**src/rtl/vga_render_if.sv**
```systemverilog
// Bundle between the VGA renderer and the game-loop stage: scan coordinates out,
// pixel class back, plus the registered VGA pins and the per-frame strobe.
interface vga_render_if;
   logic [9:0] pixel_x;
   logic [9:0] pixel_y;
   logic [3:0] category;
   logic       video_en;
   logic       hsync;
   logic       vsync;
   logic [3:0] vga_r;
   logic [3:0] vga_g;
   logic [3:0] vga_b;
   logic       frame_tick;

   modport master (
      output pixel_x, pixel_y, hsync, vsync, vga_r, vga_g, vga_b, frame_tick,
      input  category, video_en
   );

   modport slave (
      input  pixel_x, pixel_y, hsync, vsync, vga_r, vga_g, vga_b, frame_tick,
      output category, video_en
   );
endinterface

```
**src/rtl/vga_render.sv**
```systemverilog
// VGA scan generator and colouriser: 25 MHz pixel timing derived from the 100 MHz clock,
// with hsync, vsync and RGB registered together from the same pixel coordinates.
module vga_render #(
   parameter int H_VIS  = 640,
   parameter int V_VIS  = 480,
   parameter int H_FP   = 16,
   parameter int H_SYNC = 96,
   parameter int H_BP   = 48,
   parameter int V_FP   = 10,
   parameter int V_SYNC = 2,
   parameter int V_BP   = 33
) (
   input  logic         clk_100mhz,
   input  logic         rst_n,
   vga_render_if.master bus
);
   localparam int H_TOTAL = H_VIS + H_FP + H_SYNC + H_BP;
   localparam int V_TOTAL = V_VIS + V_FP + V_SYNC + V_BP;

   localparam logic [9:0] H_LAST     = 10'(H_TOTAL - 1);
   localparam logic [9:0] V_LAST     = 10'(V_TOTAL - 1);
   localparam logic [9:0] H_VIS_W    = 10'(H_VIS);
   localparam logic [9:0] V_VIS_W    = 10'(V_VIS);
   localparam logic [9:0] H_VIS_LAST = 10'(H_VIS - 1);
   localparam logic [9:0] V_VIS_LAST = 10'(V_VIS - 1);
   localparam logic [9:0] HS_START   = 10'(H_VIS + H_FP);
   localparam logic [9:0] HS_END     = 10'(H_VIS + H_FP + H_SYNC);
   localparam logic [9:0] VS_START   = 10'(V_VIS + V_FP);
   localparam logic [9:0] VS_END     = 10'(V_VIS + V_FP + V_SYNC);

   logic [1:0]  div;
   logic [9:0]  h;
   logic [9:0]  v;
   logic        pix_en;
   logic        h_wrap;
   logic        v_wrap;
   logic        visible;
   logic [11:0] rgb_d;
   logic        hsync_q;
   logic        vsync_q;
   logic [11:0] rgb_q;
   logic        frame_tick_q;

   // Game-loop contract: pixel_x/pixel_y change on a pix_en edge; category must be
   // valid one clock later and is sampled only at the following pix_en, 3 clocks on.
   assign pix_en  = (div == 2'd3);
   assign h_wrap  = (h == H_LAST);
   assign v_wrap  = (v == V_LAST);
   assign visible = (h < H_VIS_W) && (v < V_VIS_W);

   always_comb begin
      rgb_d = 12'h000;
      if (visible && bus.video_en) begin
         case (bus.category)
            4'd0:    rgb_d = 12'h000;
            4'd1:    rgb_d = 12'h888;
            4'd2:    rgb_d = 12'h0F0;
            default: rgb_d = 12'hF0F;
         endcase
      end
   end

   always_ff @(posedge clk_100mhz) begin
      if (!rst_n) begin
         div          <= 2'd0;
         h            <= 10'd0;
         v            <= 10'd0;
         hsync_q      <= 1'b1;
         vsync_q      <= 1'b1;
         rgb_q        <= 12'h000;
         frame_tick_q <= 1'b0;
      end else begin
         div          <= div + 2'd1;
         frame_tick_q <= pix_en && (h == H_VIS_LAST) && (v == V_VIS_LAST);
         if (pix_en) begin
            h <= h_wrap ? 10'd0 : h + 10'd1;
            if (h_wrap) begin
               v <= v_wrap ? 10'd0 : v + 10'd1;
            end
            // Sync and colour share one register stage so they describe the same pixel.
            hsync_q <= !((h >= HS_START) && (h < HS_END));
            vsync_q <= !((v >= VS_START) && (v < VS_END));
            rgb_q   <= rgb_d;
         end
      end
   end

   assign bus.pixel_x    = h;
   assign bus.pixel_y    = v;
   assign bus.hsync      = hsync_q;
   assign bus.vsync      = vsync_q;
   assign bus.vga_r      = rgb_q[11:8];
   assign bus.vga_g      = rgb_q[7:4];
   assign bus.vga_b      = rgb_q[3:0];
   assign bus.frame_tick = frame_tick_q;
endmodule

```
**src/flat_wrapper.sv**
```systemverilog
// flat-port wrapper written by rule: the top's interface ports become plain ports
module vga_render_flat 
#(
   parameter int H_VIS  = 640,
   parameter int V_VIS  = 480,
   parameter int H_FP   = 16,
   parameter int H_SYNC = 96,
   parameter int H_BP   = 48,
   parameter int V_FP   = 10,
   parameter int V_SYNC = 2,
   parameter int V_BP   = 33
)
  (clk_100mhz, rst_n, bus_pixel_x, bus_pixel_y, bus_hsync, bus_vsync, bus_vga_r, bus_vga_g, bus_vga_b, bus_frame_tick, bus_category, bus_video_en);
  vga_render_if bus_i ();
  input  logic clk_100mhz;
  input  logic rst_n;
  output wire logic [$bits(bus_i.pixel_x)-1:0] bus_pixel_x;
  output wire logic [$bits(bus_i.pixel_y)-1:0] bus_pixel_y;
  output wire logic [$bits(bus_i.hsync)-1:0] bus_hsync;
  output wire logic [$bits(bus_i.vsync)-1:0] bus_vsync;
  output wire logic [$bits(bus_i.vga_r)-1:0] bus_vga_r;
  output wire logic [$bits(bus_i.vga_g)-1:0] bus_vga_g;
  output wire logic [$bits(bus_i.vga_b)-1:0] bus_vga_b;
  output wire logic [$bits(bus_i.frame_tick)-1:0] bus_frame_tick;
  input wire logic [$bits(bus_i.category)-1:0] bus_category;
  input wire logic [$bits(bus_i.video_en)-1:0] bus_video_en;
  assign bus_pixel_x = bus_i.pixel_x;
  assign bus_pixel_y = bus_i.pixel_y;
  assign bus_hsync = bus_i.hsync;
  assign bus_vsync = bus_i.vsync;
  assign bus_vga_r = bus_i.vga_r;
  assign bus_vga_g = bus_i.vga_g;
  assign bus_vga_b = bus_i.vga_b;
  assign bus_frame_tick = bus_i.frame_tick;
  assign bus_i.category = bus_category;
  assign bus_i.video_en = bus_video_en;
  vga_render #(.H_VIS(H_VIS), .V_VIS(V_VIS), .H_FP(H_FP), .H_SYNC(H_SYNC), .H_BP(H_BP), .V_FP(V_FP), .V_SYNC(V_SYNC), .V_BP(V_BP)) u_core (.clk_100mhz(clk_100mhz), .rst_n(rst_n), .bus(bus_i));
endmodule
```
**config.mk**
```make
export PLATFORM = sky130hd
export DESIGN_NAME = vga_render_flat
export DESIGN_NICKNAME = d
export VERILOG_FILES = /design/src/rtl/vga_render_if.sv /design/src/rtl/vga_render.sv /design/src/flat_wrapper.sv
export SDC_FILE = /design/constraint.sdc
export NUM_CORES = 1
export LEC_CHECK = 0
export CORE_ASPECT_RATIO = 1.2
export CORE_UTILIZATION = 40
export CTS_CLUSTER_DIAMETER = 150
export DETAILED_ROUTE_END_ITERATION = 12
export MAX_ROUTING_LAYER = met4
export PLACE_DENSITY_LB_ADDON = 0.2
export SLEW_MARGIN = 5
export SYNTH_ARGS = -nofsm -noshare
export SYNTH_HDL_FRONTEND = slang
export SYNTH_SLANG_ARGS = --single-unit
```
**constraint.sdc**
```tcl
create_clock -name clk_100mhz -period 2 [get_ports clk_100mhz]
set_input_delay 0.6 -clock clk_100mhz [delete_from_list [all_inputs] [get_ports clk_100mhz]]
set_output_delay 0.6 -clock clk_100mhz [all_outputs]
set_load 0.01 [all_outputs]
```
# --- Word level (Yosys, flattened, before mapping) ---
# Cells that the tools add are included.
totals:
  ff_bits: 37
  out_inout_bits: 35
op_classes:
  order_cmp: 6
  n_mux: 4
  n_reduce_logical: 10
  n_eq_ne: 7
  add_sub_neg: 3
op_table:
  columns: ["cell", "n"]
  rows:
  - ["$pmux 12 s3", 1]
  - ["$eq 10x10->1 const B", 3]
  - ["$add 10x1->10 const B", 2]
  - ["$lt 10x10->1 const B", 2]
  - ["$lt 10x9->1 const B", 2]
  - ["$mux 10", 2]
  - ["$mux 12", 1]
  - ["$eq 10x9->1 const B", 1]
  - ["$ge 10x10->1 const B", 1]
  - ["$ge 10x9->1 const B", 1]
  - ["$logic_and 1x1->1", 6]
  - ["$eq 4x1->1 const B", 1]
  - ["$eq 4x2->1 const B", 1]
  - ["$logic_not 4->1", 1]
  - ["$add 2x1->2 const B", 1]
  - ["$eq 2x2->1 const B", 1]
  - ["$logic_not 1->1", 2]
  - ["$reduce_and 2->1", 1]

# --- Depth between registers and ports, before layout ---
# Gate-level depths: netlist of run 1.
depth:
  depth_word: 4
  ltp_mapped: 6
  mapped_depth_nobuf: 6

# --- Worst setup path before layout of run 1 ---
# OpenSTA, ideal clock, no wires.
synth_timing:
  kind: "reg-to-reg"
  from: "register u_core.h[1], in the netlist u_core.bus.pixel_x[1]"
  to: "register u_core.v[2], in the netlist u_core.bus.pixel_y[2]"
  required_time_ns: 1.867
  setup_ns: 0.133
  synth_period_minus_slack_ns: 1.912
  path_slack_ns: 0.088
  path_stages_with_launch: 7
  arrival_ns: 1.779
  path_cell_list: "dfxtp_1 ha_1 nand4b_4 or3_1 buf_2 o21ai_0 nor2_1"
synth_via:
  elab_chain_cells: 2
synth_lines:
  columns: ["item", "line", "source"]
  rows:
  - ["from (decl)", "vga_render.sv:32", "logic [9:0] h;"]
  - ["from (signal assigned)", "vga_render.sv:76", "h <= h_wrap ? 10'd0 : h + 10'd1;"]
  - ["$eq 10x10->1", "vga_render.sv:47", "assign h_wrap = (h == H_LAST);"]
  - ["$reduce_and 2->1 (no line)", null, null]
  - ["to (signal assigned)", "vga_render.sv:78", "v <= v_wrap ? 10'd0 : v + 10'd1;"]
  - ["to (decl)", "vga_render.sv:33", "logic [9:0] v;"]
# Every way passes these cells.
# A chain may end at the register's enable or synchronous reset.

# --- Worst setup path after layout of run 1 ---
layout_timing:
  from: "register u_core.v[5], in the netlist u_core.bus.pixel_y[5]"
  to: "output port bus_pixel_y[5]"
layout_lines:
  columns: ["item", "line", "source"]
  rows:
  - ["to (decl)", "flat_wrapper.sv:18", "output wire logic [$bits(bus_i.pixel_y)-1:0] bus_pixel_y;"]
# No word-level cell between the ends.

==> results of run 1 <==
[worst paths after layout]
| path | start | end | slack, ps | cells after the start |
|---|---|---|---|---|
| worst max register to register | u_core.div[0] | u_core.rgb_q[7] | 100 | 5 |
| worst max-delay path | u_core.bus.pixel_y[5] | bus_pixel_y[5] | 30 | 1 |
| worst min register to register | u_core.div[0] | u_core.div[0] | 430 | 1 |
| worst min-delay path | u_core.div[0] | u_core.div[0] | 430 | 1 |
[metal layers]
metal | vias up | share of wire (%) | GRT usage [%]
li1 | 738 | - | -
met1 | 728 | 43 | 24.0
met2 | 46 | 50 | 37.4
met3 | 5 | 5.2 | 4.81
met4 | 0 | 1.3 | 7.67
met5 | - | 0 | -
[cell type report]
| cell class | instances | area, sq um | area share, % |
|---|---|---|---|
| sequential | 29 | 586 | 27.4 |
| clock buffer | 6 | 72.6 | 3.40 |
| multi-input combinational | 128 | 837 | 39.2 |
| tap | 52 | 65.1 | 3.04 |
| clock inverter | 2 | 10.0 | 0.468 |
| timing repair buffer | 57 | 533 | 24.9 |
| inverter | 9 | 33.8 | 1.58 |
[layout by cell type (no fill, tap or decap), drive strengths merged, types with 2 or more instances in the layout]
master / instances
a21oi: 6
a2bb2oi: 2
and3: 3
and4: 2
buf: 16
clkbuf: 6
clkdlybuf4s50: 40
clkinv: 2
dfxtp: 29
ha: 5
inv: 9
nand2: 14
nand2b: 2
nand3: 7
nand4: 8
nand4b: 2
nor2: 22
nor3: 3
nor4: 7
nor4bb: 2
o21ai: 9
o311ai: 3
o31ai: 3
or3: 2
or4: 2
or4b: 2
xnor2: 7
xor2: 4
[report_power, final]
| group | internal, mW | switching, mW | leakage, nW |
|---|---|---|---|
| registers | 0.586 | 0.00641 | 0.236 |
| logic | 0.0452 | 0.0401 | 0.487 |
| clock network | 0.240 | 0.218 | 0.0450 |
[registers in the layout, summed over array words and instances, names as in the netlist]
register / count
u_core.bus.hsync: 1
u_core.div: 2
u_core.bus.pixel_x: 10
u_core.bus.frame_tick: 1
u_core.bus.pixel_y: 10
u_core.bus.vsync: 1
u_core.rgb_q: 4
[per-stage QoR]
stage / instances / TNS [ps] / setup slack, ps / power (mW)
after floorplan: 182 / 0 / 88.3 / 0.645
final: 283 / 0 / 34.8 / 1.14
after global routing: 283 / 0 / 4.20 / 1.18
after CTS: 283 / 0 / 5.65 / 1.15
after global placement: 275 / -572 / -235 / 0.687
after detailed placement: 275 / -635 / -262 / 0.689
[kinds of logic (layout without fill, tap and decap cells)]
| family | after synthesis | count (layout) |
|---|---|---|
| adders and majority gates | 5 | 5 |
| and+or+nand+nor | 85 | 85 |
| DFF | 29 | 29 |
| xor gates and xnor gates | 11 | 11 |
| AOI/OAI and AO/OA | 27 | 27 |
| buffers and inverters | 25 | 74 |
[cells in the mapped netlist (2+ instances only)]
cell type	n	area, sq um
nor2_1	22	82.6
o21ai_1	2	10.0
inv_1	9	33.8
buf_4	8	60.1
nor3_1	3	15.0
o311ai_0	3	26.3
ha_1	5	62.6
xor2_1	4	35.0
nand4_1	8	50.1
nand2b_1	2	12.5
nand3_1	7	35.0
o21ai_0	7	35.0
a21oi_1	6	30.0
nand2_1	14	52.6
buf_2	2	10.0
nor4_1	7	43.8
clkbuf_1	3	11.3
a2bb2oi_1	2	17.5
dfxtp_1	29	581
o31ai_1	3	22.5
and3_1	2	12.5
nor4bb_1	2	20.0
or3_1	2	12.5
xnor2_1	7	61.3
[what timing repair did]
action                     4_1_cts  5_1_grt
resized for setup                0        9
setup endpoints to repair        0       11
hold buffers                     0        0
==> results.ini, run 1 <==
[logic_synthesis]
synth_mux_area_share_pct=0
netlist_instances=182
postSynthNetCount=194
synth-edff-count=0
synthDistinctLibCells=47
synth-seq-cells=29
synth_xor_area_share_pct=6.26
synth-simple-area-share_pct=32.1
yosysSeqAreaShare_pct=37.7
yosys_warnings=0
syn_area_sq_mm=0.00154
post_synth.cell_area_avg_sq_um=8.46
synth_top_family_by_area=simple AND/OR/NAND/NOR gates
synth_flop_cell=dfxtp_1
synthAdderAreaFrac_pct=4.06
synth-compound-area-share_pct=11.1
synth-async-reset-ratio_pct=0

[sta]
clock_skew_ps=4.25
min_period_ps=1970
rsz0062_at_grt=false
slew-limit-headroom_pct=72.4
tightest_slew_ps=408
fmax_mhz=509
setup_viol=0
post-route-period-util_pct=98.3
maxSlewViolCount=0
timing.hold.ws_ps=427
hold_violations=0

[route]
num_vias=1517
drc=0
first_iter_violations=53
post_drt_wl_per_cell_um=14.0
dr.pass1.iters=4
ant_nets=0
routed_wl_mm=3.98
via_per_inst=5.36

[floorplanning]
dieHeight_um=70.0
placementRows=24
die_w_um=58.6
design.core.area_sq_mm=0.00366
start_util_pct=42.0
die_area_sq_mm=0.00410
ioPinCount=42

[critical_path]
path_class=flop to primary output
path_cells=clkdlybuf4s50_1
worstSetupEndpointType=primary output
worstPathRequired_ps=1400
cpPeakStageDelay_ps=600
slowest_stage=clkdlybuf4s50_1
path_buf_inv=1
start_kind=flop
crit_arrival_ps=1370
path_max_fanout=8
cp_top_family=buffers and inverters

[grt]
grt_max_degree=15
grt_pass1_vias=1484
grt_pass1_wl_mm=6.65
antenna_found_initial=0
grt_overflow_total=0
grt_usage_pct=21.6

[layout]
final_core_util_pct=58.3
antennaDiodeCount=0
area_delta_synth_final_pct=38.7
fin_nets=242
final_area_sq_mm=0.00214
nFillCells=372
drive_gt1_share_pct=16.9

[place]
placed_area_sq_mm=0.00203
place.detailed.hpwl_mm=2.89
finalWeightedCongestion=0.870
io_buffer_count=41

[pwr]
peakVddDrop_uv=441
powerDensity_mw_per_mm2=532
leakage_nw=0.769

[job]
maxCapViolCount=0

[cts]
cts_tree=yes
clk_pin_slew_ps=60
cts.sinks=29
h-tree-depth=2
clkLatencyLatePin_ps=280
postCtsSetupBuffers=0
clock_path_buffers=2
cts_buffers=5
root_buffer=clkbuf_8

[status]
status=finished clean

[min_path]
hold_path.class=flop to flop

(Power assumes the default switching activity.)
==> run 2, diff against run 1 <==
--- a/config.mk
+++ b/config.mk
@@ -11,6 +11,7 @@
 export DETAILED_ROUTE_END_ITERATION = 12
 export MAX_ROUTING_LAYER = met4
 export PLACE_DENSITY_LB_ADDON = 0.2
+export SKIP_CTS_REPAIR_TIMING = 1
 export SLEW_MARGIN = 5
 export SYNTH_ARGS = -nofsm -noshare
 export SYNTH_HDL_FRONTEND = slang
==> results of run 2 <==
No change in the layout: final DEF, timing and power equal those of run 1.
==> run 3, diff against run 2 <==
--- a/config.mk
+++ b/config.mk
@@ -7,12 +7,13 @@
 export LEC_CHECK = 0
 export CORE_ASPECT_RATIO = 1.2
 export CORE_UTILIZATION = 40
+export CTS_BUF_LIST = sky130_fd_sc_hd__clkbuf_4 sky130_fd_sc_hd__clkbuf_8
 export CTS_CLUSTER_DIAMETER = 150
 export DETAILED_ROUTE_END_ITERATION = 12
 export MAX_ROUTING_LAYER = met4
 export PLACE_DENSITY_LB_ADDON = 0.2
 export SKIP_CTS_REPAIR_TIMING = 1
-export SLEW_MARGIN = 5
+export SLEW_MARGIN = 20
 export SYNTH_ARGS = -nofsm -noshare
 export SYNTH_HDL_FRONTEND = slang
 export SYNTH_SLANG_ARGS = --single-unit
==> results.ini, run 3 (synthesis results as in run 1) <==
[route]
ant_nets=0  ; unchanged
first_iter_violations=53  ; unchanged
via_per_inst=5.39  ; was 5.36
post_drt_wl_per_cell_um=14.0  ; about the same
dr.pass1.iters=4  ; unchanged
routed_wl_mm=3.97  ; was 3.98 mm
num_vias=1524  ; was 1517
drc=0  ; unchanged

[floorplanning]
design.core.area_sq_mm=0.00366  ; unchanged
die_area_sq_mm=0.00410  ; unchanged
placementRows=24  ; unchanged
die_w_um=58.6  ; unchanged
start_util_pct=42.0  ; unchanged
ioPinCount=42  ; unchanged
dieHeight_um=70.0  ; unchanged

[layout]
drive_gt1_share_pct=17.3  ; was 16.9%
fin_cells=283  ; unchanged
mostFrequentLayoutCells=clkdlybuf4s50_1 (40), dfxtp_1 (25), nor2_1 (22)  ; unchanged
fin_nets=242  ; unchanged
nFillCells=371  ; was 372
layout_commonest_cell=clkdlybuf4s50_1  ; unchanged
antennaDiodeCount=0  ; unchanged
area_delta_synth_final_pct=39.0  ; was 38.7%

[place]
dp_cells=275  ; unchanged
io_buffer_count=41  ; unchanged
post-place-ws_ps=-262  ; unchanged
place.detailed.hpwl_mm=2.89  ; unchanged
finalWeightedCongestion=0.870  ; unchanged

[grt]
antenna_found_initial=0  ; unchanged
grt_overflow_total=0  ; unchanged
grt_max_degree=15  ; unchanged
grt_usage_pct=21.6  ; unchanged
grt_pass1_wl_mm=6.65  ; unchanged
grt_pass1_vias=1484  ; unchanged

[cts]
root_buffer=clkbuf_8  ; unchanged
cts_buffers=5  ; unchanged
h-tree-depth=2  ; unchanged
clk_pin_slew_ps=60  ; about the same
clkLatencyLatePin_ps=280  ; about the same
cts_tree=yes  ; unchanged
clock_path_buffers=2  ; unchanged
cts.sinks=29  ; unchanged

[sta]
maxSlewViolCount=0  ; unchanged
tightest_slew_ps=400  ; was 408 ps
setup_viol=0  ; unchanged
timing.hold.ws_ps=427  ; about the same
post-route-period-util_pct=98.6  ; was 98.3%
hold_violations=0  ; unchanged
min_period_ps=1970  ; about the same
setup_ws_ps=28.8  ; was 34.8 ps
rsz0062_at_grt=false  ; unchanged
fmax_mhz=507  ; was 509 MHz
tns_ps=0  ; unchanged
slew-limit-headroom_pct=73.0  ; was 72.4%
clock_skew_ps=4.40  ; was 4.25 ps

[pwr]
combPwrFrac_pct=7.4  ; was 7.5%
p_sw_share_pct=23.0  ; was 23.3%
leakage_nw=0.772  ; was 0.769 nW
power_frac_clock_pct=41.1  ; was 40.4%
power_frac_seq_pct=51.5  ; was 52.1%
powerDensity_mw_per_mm2=537  ; was 532 mW/mm^2
p_int_mw=0.885  ; was 0.871 mW
netSwitchingPower_mw=0.265  ; about the same
finalPower_mw=1.15  ; was 1.14 mW
peakVddDrop_uv=441  ; about the same

[critical_path]
slowest_stage=clkdlybuf4s50_1  ; unchanged
path_max_fanout=8  ; unchanged
path_class=flop to primary output  ; unchanged
cp_top_family=buffers and inverters  ; unchanged
worstSetupEndpointType=primary output  ; unchanged
worstPathRequired_ps=1400  ; about the same
path_buf_inv=1  ; unchanged
crit_arrival_ps=1370  ; about the same
cpPeakStageDelay_ps=600  ; about the same
path_cells=clkdlybuf4s50_1  ; unchanged
start_kind=flop  ; unchanged

[job]
maxCapViolCount=0  ; unchanged

[min_path]
hold_path.class=flop to flop  ; unchanged

[status]
status=finished clean  ; unchanged

[run 3: cell counts in the layout (fill, tap and decap cells not counted)]
No cell type changed its count.
[run 3: per-layer routing]
metal  part of all wire (%)  track usage, %
met2                     50            37.4
met1                     43            24.0
met5                      0               -
met3                    5.3            4.81
met4                    1.3            7.67
[run 3: area by class of cell]
class / count / area, sq um / area share (%)
tap: 52 / 65.1 / 3.04
clock buffer: 6 / 76.3 / 3.57
multi-input combinational: 128 / 837 / 39.1
sequential: 29 / 586 / 27.4
timing repair buffer: 57 / 533 / 24.9
inverter: 9 / 33.8 / 1.58
clock inverter: 2 / 10.0 / 0.468
[run 3: worst paths after layout]
kind	cells after the start	slack, ps	end	startpoint
setup reg to reg	5	100	u_core.rgb_q[7]	u_core.div[0]
hold / removal	1	430	u_core.div[0]	u_core.div[0]
hold reg to reg	1	430	u_core.div[0]	u_core.div[0]
setup / recovery	1	30	bus_pixel_y[5]	u_core.bus.pixel_y[5]
[run 3: power by group through the flow]
stage	Sequential, mW	Clock (mW)	Combinational, mW
floorplan	0.607	0	0.0388
global placement	0.604	0	0.0827
detailed placement	0.605	0	0.0842
CTS	0.592	0.482	0.0846
global route	0.593	0.510	0.0914
finish	0.592	0.472	0.0850
[run 3: metrics by stage]
step                      area, sq um  utilization, %
after floorplan                  1540               -
after global placement           2030            55.5
after detailed placement         2030            55.5
after CTS                        2120            57.9
after global routing             2140            58.4
final                            2140            58.4
